### config.mk
export PLATFORM = sky130hd
export DESIGN_NAME = mips_multicycle_ctrl
export DESIGN_NICKNAME = d
export VERILOG_FILES = /design/src/rtl/mips_multicycle_ctrl.sv
export SDC_FILE = /design/constraint.sdc
export NUM_CORES = 1
export LEC_CHECK = 0
export BUFFER_PORTS_ARGS = -buffer_cell sky130_fd_sc_hd__buf_2
export CAP_MARGIN = 15
export CORE_AREA = 10 10 55 57
export DETAILED_ROUTE_END_ITERATION = 12
export DIE_AREA = 0 0 65 67
export PLACE_DENSITY = 0.89
export SYNTH_ARGS = -nofsm -noshare
export SYNTH_HDL_FRONTEND = slang
export SYNTH_SLANG_ARGS = --single-unit
### constraint.sdc
create_clock -name clock -period 3.5 [get_ports clock]
set_clock_uncertainty 0.2 [all_clocks]
set_input_delay 0.35 -clock clock [delete_from_list [all_inputs] [get_ports clock]]
set_output_delay 0.35 -clock clock [all_outputs]
set_load 0.05 [all_outputs]
### src/rtl/mips_multicycle_ctrl.sv
// Multicycle control FSM for the 8-bit MIPS core: byte-serial fetch, decode, execute and writeback.
// Define MIPS_ADDI_EN to decode ADDI (ADDIEX/ADDIWR); otherwise opcode 001000 is illegal.
//
// state   | meaning
// --------+-------------------------------------------------
// FETCH1-4| load IR byte n-1, PC += 1; hold while !mem_ready
// DECODE  | precompute branch target, dispatch on opcode
// MEMADR  | compute load/store address A + imm
// LBRD    | read memory at ALUOut; hold while !mem_ready
// LBWR    | write MDR into rt
// SBWR    | write B to memory at ALUOut; hold while !mem_ready
// RTYPEEX | A funct B
// RTYPEWR | write ALUOut into rd
// BEQEX   | compare A-B, branch to ALUOut on zero
// JEX     | load jump target into PC
// ADDIEX  | A + imm
// ADDIWR  | write ALUOut into rt
module mips_multicycle_ctrl (
   input  logic       clock,
   input  logic       reset,
   input  logic [5:0] opcode,
   input  logic       zero,
   input  logic       mem_ready,
   output logic       pc_en,
   output logic       iord,
   output logic       mem_write,
   output logic [3:0] ir_write,
   output logic       reg_write,
   output logic       reg_dst,
   output logic       mem_to_reg,
   output logic       alu_src_a,
   output logic [1:0] alu_src_b,
   output logic [1:0] alu_op,
   output logic [1:0] pc_src,
   output logic       illegal_op,
   output logic [7:0] instr_count
);

   localparam logic [5:0] OP_RTYPE = 6'b000000;
   localparam logic [5:0] OP_LB    = 6'b100000;
   localparam logic [5:0] OP_SB    = 6'b101000;
   localparam logic [5:0] OP_BEQ   = 6'b000100;
   localparam logic [5:0] OP_J     = 6'b000010;
`ifdef MIPS_ADDI_EN
   localparam logic [5:0] OP_ADDI  = 6'b001000;
`endif

   typedef enum logic [3:0] {
      S_FETCH1, S_FETCH2, S_FETCH3, S_FETCH4, S_DECODE, S_MEMADR,
      S_LBRD, S_LBWR, S_SBWR, S_RTYPEEX, S_RTYPEWR, S_BEQEX, S_JEX
`ifdef MIPS_ADDI_EN
      , S_ADDIEX, S_ADDIWR
`endif
   } state_t;

   state_t     state_q, state_d;
   logic       illegal_q, illegal_d;
   logic [7:0] count_q;
   logic       retire;
   logic       pc_write;
   logic       branch;
   logic       mem_write_raw;
   logic       reg_write_raw;
   logic [3:0] ir_write_raw;

   always_comb begin
      state_d       = state_q;
      illegal_d     = 1'b0;
      retire        = 1'b0;
      pc_write      = 1'b0;
      branch        = 1'b0;
      mem_write_raw = 1'b0;
      reg_write_raw = 1'b0;
      ir_write_raw  = 4'b0000;
      iord          = 1'b0;
      reg_dst       = 1'b0;
      mem_to_reg    = 1'b0;
      alu_src_a     = 1'b0;
      alu_src_b     = 2'b00;
      alu_op        = 2'b00;
      pc_src        = 2'b00;

      case (state_q)
         S_FETCH1, S_FETCH2, S_FETCH3, S_FETCH4: begin
            alu_src_b = 2'b01;
            pc_write  = mem_ready;
            if (mem_ready) begin
               case (state_q)
                  S_FETCH1: begin ir_write_raw = 4'b0001; state_d = S_FETCH2; end
                  S_FETCH2: begin ir_write_raw = 4'b0010; state_d = S_FETCH3; end
                  S_FETCH3: begin ir_write_raw = 4'b0100; state_d = S_FETCH4; end
                  default:  begin ir_write_raw = 4'b1000; state_d = S_DECODE; end
               endcase
            end
         end
         S_DECODE: begin
            alu_src_b = 2'b11;
            case (opcode)
               OP_LB, OP_SB: state_d = S_MEMADR;
               OP_RTYPE:     state_d = S_RTYPEEX;
               OP_BEQ:       state_d = S_BEQEX;
               OP_J:         state_d = S_JEX;
`ifdef MIPS_ADDI_EN
               OP_ADDI:      state_d = S_ADDIEX;
`endif
               default: begin
                  state_d   = S_FETCH1;
                  illegal_d = 1'b1;
               end
            endcase
         end
         S_MEMADR: begin
            alu_src_a = 1'b1;
            alu_src_b = 2'b10;
            state_d   = (opcode == OP_SB) ? S_SBWR : S_LBRD;
         end
         S_LBRD: begin
            iord = 1'b1;
            if (mem_ready) state_d = S_LBWR;
         end
         S_LBWR: begin
            reg_write_raw = 1'b1;
            mem_to_reg    = 1'b1;
            retire        = 1'b1;
            state_d       = S_FETCH1;
         end
         S_SBWR: begin
            iord          = 1'b1;
            mem_write_raw = mem_ready;
            if (mem_ready) begin
               retire  = 1'b1;
               state_d = S_FETCH1;
            end
         end
         S_RTYPEEX: begin
            alu_src_a = 1'b1;
            alu_op    = 2'b10;
            state_d   = S_RTYPEWR;
         end
         S_RTYPEWR: begin
            reg_write_raw = 1'b1;
            reg_dst       = 1'b1;
            retire        = 1'b1;
            state_d       = S_FETCH1;
         end
         S_BEQEX: begin
            alu_src_a = 1'b1;
            alu_op    = 2'b01;
            pc_src    = 2'b01;
            branch    = 1'b1;
            retire    = 1'b1;
            state_d   = S_FETCH1;
         end
         S_JEX: begin
            pc_src   = 2'b10;
            pc_write = 1'b1;
            retire   = 1'b1;
            state_d  = S_FETCH1;
         end
`ifdef MIPS_ADDI_EN
         S_ADDIEX: begin
            alu_src_a = 1'b1;
            alu_src_b = 2'b10;
            state_d   = S_ADDIWR;
         end
         S_ADDIWR: begin
            reg_write_raw = 1'b1;
            retire        = 1'b1;
            state_d       = S_FETCH1;
         end
`endif
         default: state_d = S_FETCH1;
      endcase
   end

   // Strobes are suppressed while reset is held; selects already show FETCH1 values.
   assign pc_en     = ~reset & (pc_write | (branch & zero));
   assign mem_write = ~reset & mem_write_raw;
   assign reg_write = ~reset & reg_write_raw;
   assign ir_write  = reset ? 4'b0000 : ir_write_raw;

   always_ff @(posedge clock or posedge reset) begin
      if (reset) begin
         state_q   <= S_FETCH1;
         illegal_q <= 1'b0;
         count_q   <= 8'd0;
      end else begin
         state_q   <= state_d;
         illegal_q <= illegal_d;
         if (retire) count_q <= count_q + 8'd1;
      end
   end

   assign illegal_op  = illegal_q;
   assign instr_count = count_q;

endmodule

After elaboration in Yosys (flattened, before gate mapping)
Cells that the tools add are included.
{"block": "classes", "eq_ne": 19, "bitwise": 6, "shifts": 0, "order_cmp": 0, "mul": 0, "div_mod_pow": 0, "n_mux": 26, "add_sub_neg": 1, "reduce_logical": 10}
{"operator": "two-way mux 4 bit", "n": 7}
{"operator": "one-hot mux 4 bit (6 select lines)", "n": 1}
{"operator": "== test 4 bit, second input constant", "n": 5}
{"operator": "== test 4 x 3 -> 1 bit, second input constant", "n": 4}
{"operator": "one-hot mux 4 bit (4 select lines)", "n": 1}
{"operator": "== test 6 bit, second input constant", "n": 2}
{"operator": "one-hot mux 4 bit (3 select lines)", "n": 1}
{"operator": "two-way mux 1 bit", "n": 10}
{"operator": "one-hot mux 3 bit (3 select lines)", "n": 1}
{"operator": "adder 8 x 1 -> 8 bit, second input constant", "n": 1}
{"operator": "== test 4 x 2 -> 1 bit, second input constant", "n": 2}
{"operator": "one-hot mux 2 bit (2 select lines)", "n": 2}
{"operator": "OR reduction 4 bit", "n": 2}
{"operator": "== test 6 x 2 -> 1 bit, second input constant", "n": 1}
{"operator": "== test 6 x 3 -> 1 bit, second input constant", "n": 1}
{"operator": "logical NOT 6 bit", "n": 1}
{"operator": "inequality test 2 bit, second input constant", "n": 3}
{"operator": "one-hot mux 2 bit (3 select lines)", "n": 1}
{"operator": "OR reduction 2 bit", "n": 3}
{"operator": "OR reduction 5 bit", "n": 1}
{"operator": "AND 1 bit", "n": 4}
{"operator": "== test 4 x 1 -> 1 bit, second input constant", "n": 1}
{"operator": "logical NOT 4 bit", "n": 1}
{"operator": "one-hot mux 1 bit (2 select lines)", "n": 2}
{"operator": "other kinds (4)", "n": 4}
{"block": "word_totals", "output_inout_bits": 26, "inputBits": 10, "register_bits": 13, "mem_count": 0, "mem_bits_ro": 0, "ramBits": 0, "latch_bits": 0, "word_cells": 65}

Depth between registers and ports, before layout
{"block": "depth", "word_depth": 5, "ltp_mapped": 5, "ltp_nobuf": 4}

Worst setup path before layout
Ideal clock, no wire load.
{"block": "synth_path", "path_kind": "register -> output", "start": "register state_q[2]", "end": "output mem_write", "stages_incl_launch_ff": 4, "t_required_ns": 2.950, "setup_slack_ns": 0.684, "arrival_time_ns": 2.266, "path_buffers": 2, "cell_sequence": "dfrtp_1 buf_4 clkbuf_1 nor4_1"}
{"block": "synth_between", "elab_chain_len": 3}
{"element": "start, declared", "line": "56", "rtl": "state_t state_q, state_d;"}
{"element": "start signal, assigned", "line": "188", "rtl": "state_q <= state_d;"}
{"element": "== test 4 bit", "line": "83", "rtl": "case (state_q)"}
{"element": "two-way mux 1 bit", "line": "83"}
{"element": "AND 1 bit", "line": "178", "rtl": "assign mem_write = ~reset & mem_write_raw;"}
{"element": "end, declared", "line": "26", "rtl": "output logic mem_write,"}
No other way between the ends.

Worst setup path in the final report
{"block": "layout_path", "start": "input reset", "end": "output ir_write[2]"}
{"block": "layout_between", "elab_chain_len": 1}
{"element": "start, declared", "line": "20", "rtl": "input logic reset,"}
{"element": "two-way mux 4 bit", "line": "180", "rtl": "assign ir_write = reset ? 4'b0000 : ir_write_raw;"}
{"element": "end, declared", "line": "27", "rtl": "output logic [3:0] ir_write,"}
No other way between the ends.

==> flow_summary.ini <==
[floorplanning]
floorplan.rows = 16
core_box_area_um2 = 1940
initial_core_utilization = 0.506
design.die.area_um2 = 4360
io_pins = 36
die_h_um = 67
fp.dieW_um = 65

[drt]
routed_via_density = 5.73
drt_first_iter_violations = 42
drc = 0
ant_nets_after_route = 0
drt_pass1_iterations = 4
drt-wirelength-per-cell_um = 15.4
finalWirelength_um = 2810
num_vias = 1048

[place]
post-place-ws_ps = 1140
detailed_place.area_um2 = 1160
numPortBuffers = 35
numPlacedInstances = 178
finalWeightedCongestion = 0.884
dp_hpwl_um = 2150

[critical_path]
worstPathArrival_ps = 2450
cp_num_buf_inv = 4
path_max_fanout = 14
criticalPathCategory = in -> out
critical_path.endpoint_type = output port
timing.critical_path.slowest_stage_cell = sky130_fd_sc_hd__dlygate4sd3_1
crit_chain = dlygate4sd3_1 > buf_2 > inv_1 > nand2_1 > or3_1 > nor2_1 > buf_2
critical-path-top-cell-by-count = sky130_fd_sc_hd__buf_2
worst_ep_required_time_ps = 2950
cpLargestDelayFamily = buffers and inverters
cp-start-kind = primary input
worst_path_largest_cell_delay_ps = 540

[pwr]
power_report.internal_total_mw = 0.446
power.density_nw_per_um2 = 881
netSwitchingFraction = 0.577
p_switching_mw = 0.608
power_leakage_nw = 0.540
clock_power_share = 0.087
p_comb_frac = 0.583
power.total_mw = 1.05
vdd.ir_drop.worst_v = 0.000478
seq_power_share = 0.329

[sta]
setup-violations-final = 0
hold_slack_ps = 191
final_max_slew_viol_count = 0
final_critical_period_ps = 3000
clock.fmax_mhz = 334
post-route-period-util = 0.857
rsz0062_at_grt = false
tightestPinTransition_ps = 643
slew-limit-headroom = 0.571
setup_total_negative_slack_ps = 0
final_hold_viol_count = 0
layout_setup_ws_ps = 502

[logic_synthesis]
synth_top_cell_area_share = 0.331
synth-warning-count = 0
syn_nets = 133
ys_types = 39
mappedNetlistArea_um2 = 983
syn_area_per_cell_um2 = 8.06
ys_seq_elements = 13
yosysSeqAreaShare = 0.331
yosysTopAreaCell = sky130_fd_sc_hd__dfrtp_1
syn-instance-count = 122
netlist_top_cells_area = sky130_fd_sc_hd__dfrtp_1 33%, sky130_fd_sc_hd__nor2_1 8.0%, sky130_fd_sc_hd__xor2_1 6.2%, sky130_fd_sc_hd__a21oi_1 5.1%, sky130_fd_sc_hd__nor2b_1 4.5%

[final_layout]
design.final.nets = 168
mostFrequentLayoutCell = sky130_fd_sc_hd__buf_2
final-instance-count-excl-fill = 183
area_occupied_by_multi_input_gates_um2 = 611
area.growth.synth_to_final_pct = 21.6
antennaDiodeCount = 0
fin_area_um2 = 1200
number_of_fill_cells = 191
register_area_um2 = 325
most-common-layout-cells = 35 x sky130_fd_sc_hd__buf_2, 21 x sky130_fd_sc_hd__nor2_1, 13 x sky130_fd_sc_hd__dfrtp_1
drive_gt1_frac = 0.269
fin_util = 0.616

[global_route]
grt_pass1_wl_um = 4480
global_route.usage.total = 0.124
antenna_violations_before_repair = 0
grt_start_max_net_pins = 21
grt_pass1_vias = 1051
overflow_left_after_global_routing = 0

[job]
max_cap_viol_count = 0

[hold_path]
timing.hold.worst.class = in -> reg

[clock_network]
root_buffer_cell = sky130_fd_sc_hd__clkbuf_4
clock_latency_ps = 270
clk_path_buf_depth = 2
cts_tree = yes
htree_num_levels = 1
worst_setup_hold_path_clk_slew_ps = 80
clkSinkCount = 13
numCtsBuffers = 3
cts_repair_resize_count = 0

[status]
run_status = complete, no violations
power by group through the flow:
stage | registers (mW) | clock network, mW | logic, mW
3_3_place_gp | 0.340 | 0 | 0.606
5_1_grt | 0.360 | 0.0999 | 0.661
4_1_cts | 0.343 | 0.0960 | 0.617
2_1_floorplan | 0.451 | 0 | 0.370
6_report | 0.347 | 0.0921 | 0.615
3_5_place_dp | 0.346 | 0 | 0.615
layer usage:
metal,part of all wire,GRT usage,vias to the layer above
met4,0.023,0.0615,0
met5,0,0,-
met1,0.39,0.122,495
met2,0.53,0.230,40
li1,-,-,505
met3,0.057,0.0368,8
tightest hold or removal path, cell delays in order:
cell,delay [ps]
sky130_fd_sc_hd__buf_2,90
sky130_fd_sc_hd__nor2_1,40
sky130_fd_sc_hd__a21boi_0,140
sequential cells by signal, indices dropped and copies added, names as in the netlist:
signal,cells
instr_count,8
illegal_op,1
state_q,4
logic make-up (layout without fill, tap and decap cells):
group           count (synthesis)  after routing  share of synthesized area
compound gates                 28             28                      0.204
simple gates                   59             59                      0.299
fa+ha+maj                       1              1                     0.0127
buf+inv                        10             44                     0.0483
mux                             2              2                     0.0254
xor+xnor                        9              9                     0.0802
flops                          13             13                      0.331
worst paths after layout:
kind                           startpoint              to  slack [ps]  cells after the start
max in group asynchronous           reset  instr_count[0]        2260                      3
min in group asynchronous           reset      state_q[2]         500                      3
setup reg to reg               state_q[0]  instr_count[1]        1440                      4
setup / recovery                    reset     ir_write[2]         500                      7
hold reg to reg            instr_count[7]  instr_count[7]         270                      1
hold / removal                  opcode[4]      illegal_op         190                      3
synthesized netlist by cell type (all sizes together):
| library cell | number |
|---|---|
| a211oi | 1 |
| a21boi | 2 |
| a21oi | 10 |
| a31oi | 2 |
| a41oi | 1 |
| and3 | 1 |
| and4 | 1 |
| and4bb | 1 |
| buf | 4 |
| clkbuf | 2 |
| dfrtp | 13 |
| ha | 1 |
| inv | 4 |
| mux2 | 1 |
| mux2i | 1 |
| nand2 | 12 |
| nand2b | 4 |
| nand3 | 3 |
| nand3b | 1 |
| nand4 | 2 |
| nor2 | 21 |
| nor2b | 7 |
| nor3 | 3 |
| nor4 | 1 |
| nor4b | 1 |
| o2111ai | 1 |
| o21a | 1 |
| o21ai | 1 |
| o22a | 2 |
| o22ai | 4 |
| o2bb2ai | 1 |
| o31a | 1 |
| o32a | 1 |
| or3 | 1 |
| xnor2 | 2 |
| xor2 | 7 |
layout make-up:
type / instances / area share
Tap cell: 27 / 0.0282
Multi-Input combinational cell: 99 / 0.510
Clock buffer: 4 / 0.0220
Timing Repair Buffer: 36 / 0.155
Sequential cell: 13 / 0.272
Inverter: 4 / 0.0126
what timing repair did:
item                      CTS  global route
buffers inserted            0             0
hold endpoints to repair   13             0
hold buffers                1             0
Power figures use the tool's default switching activity.
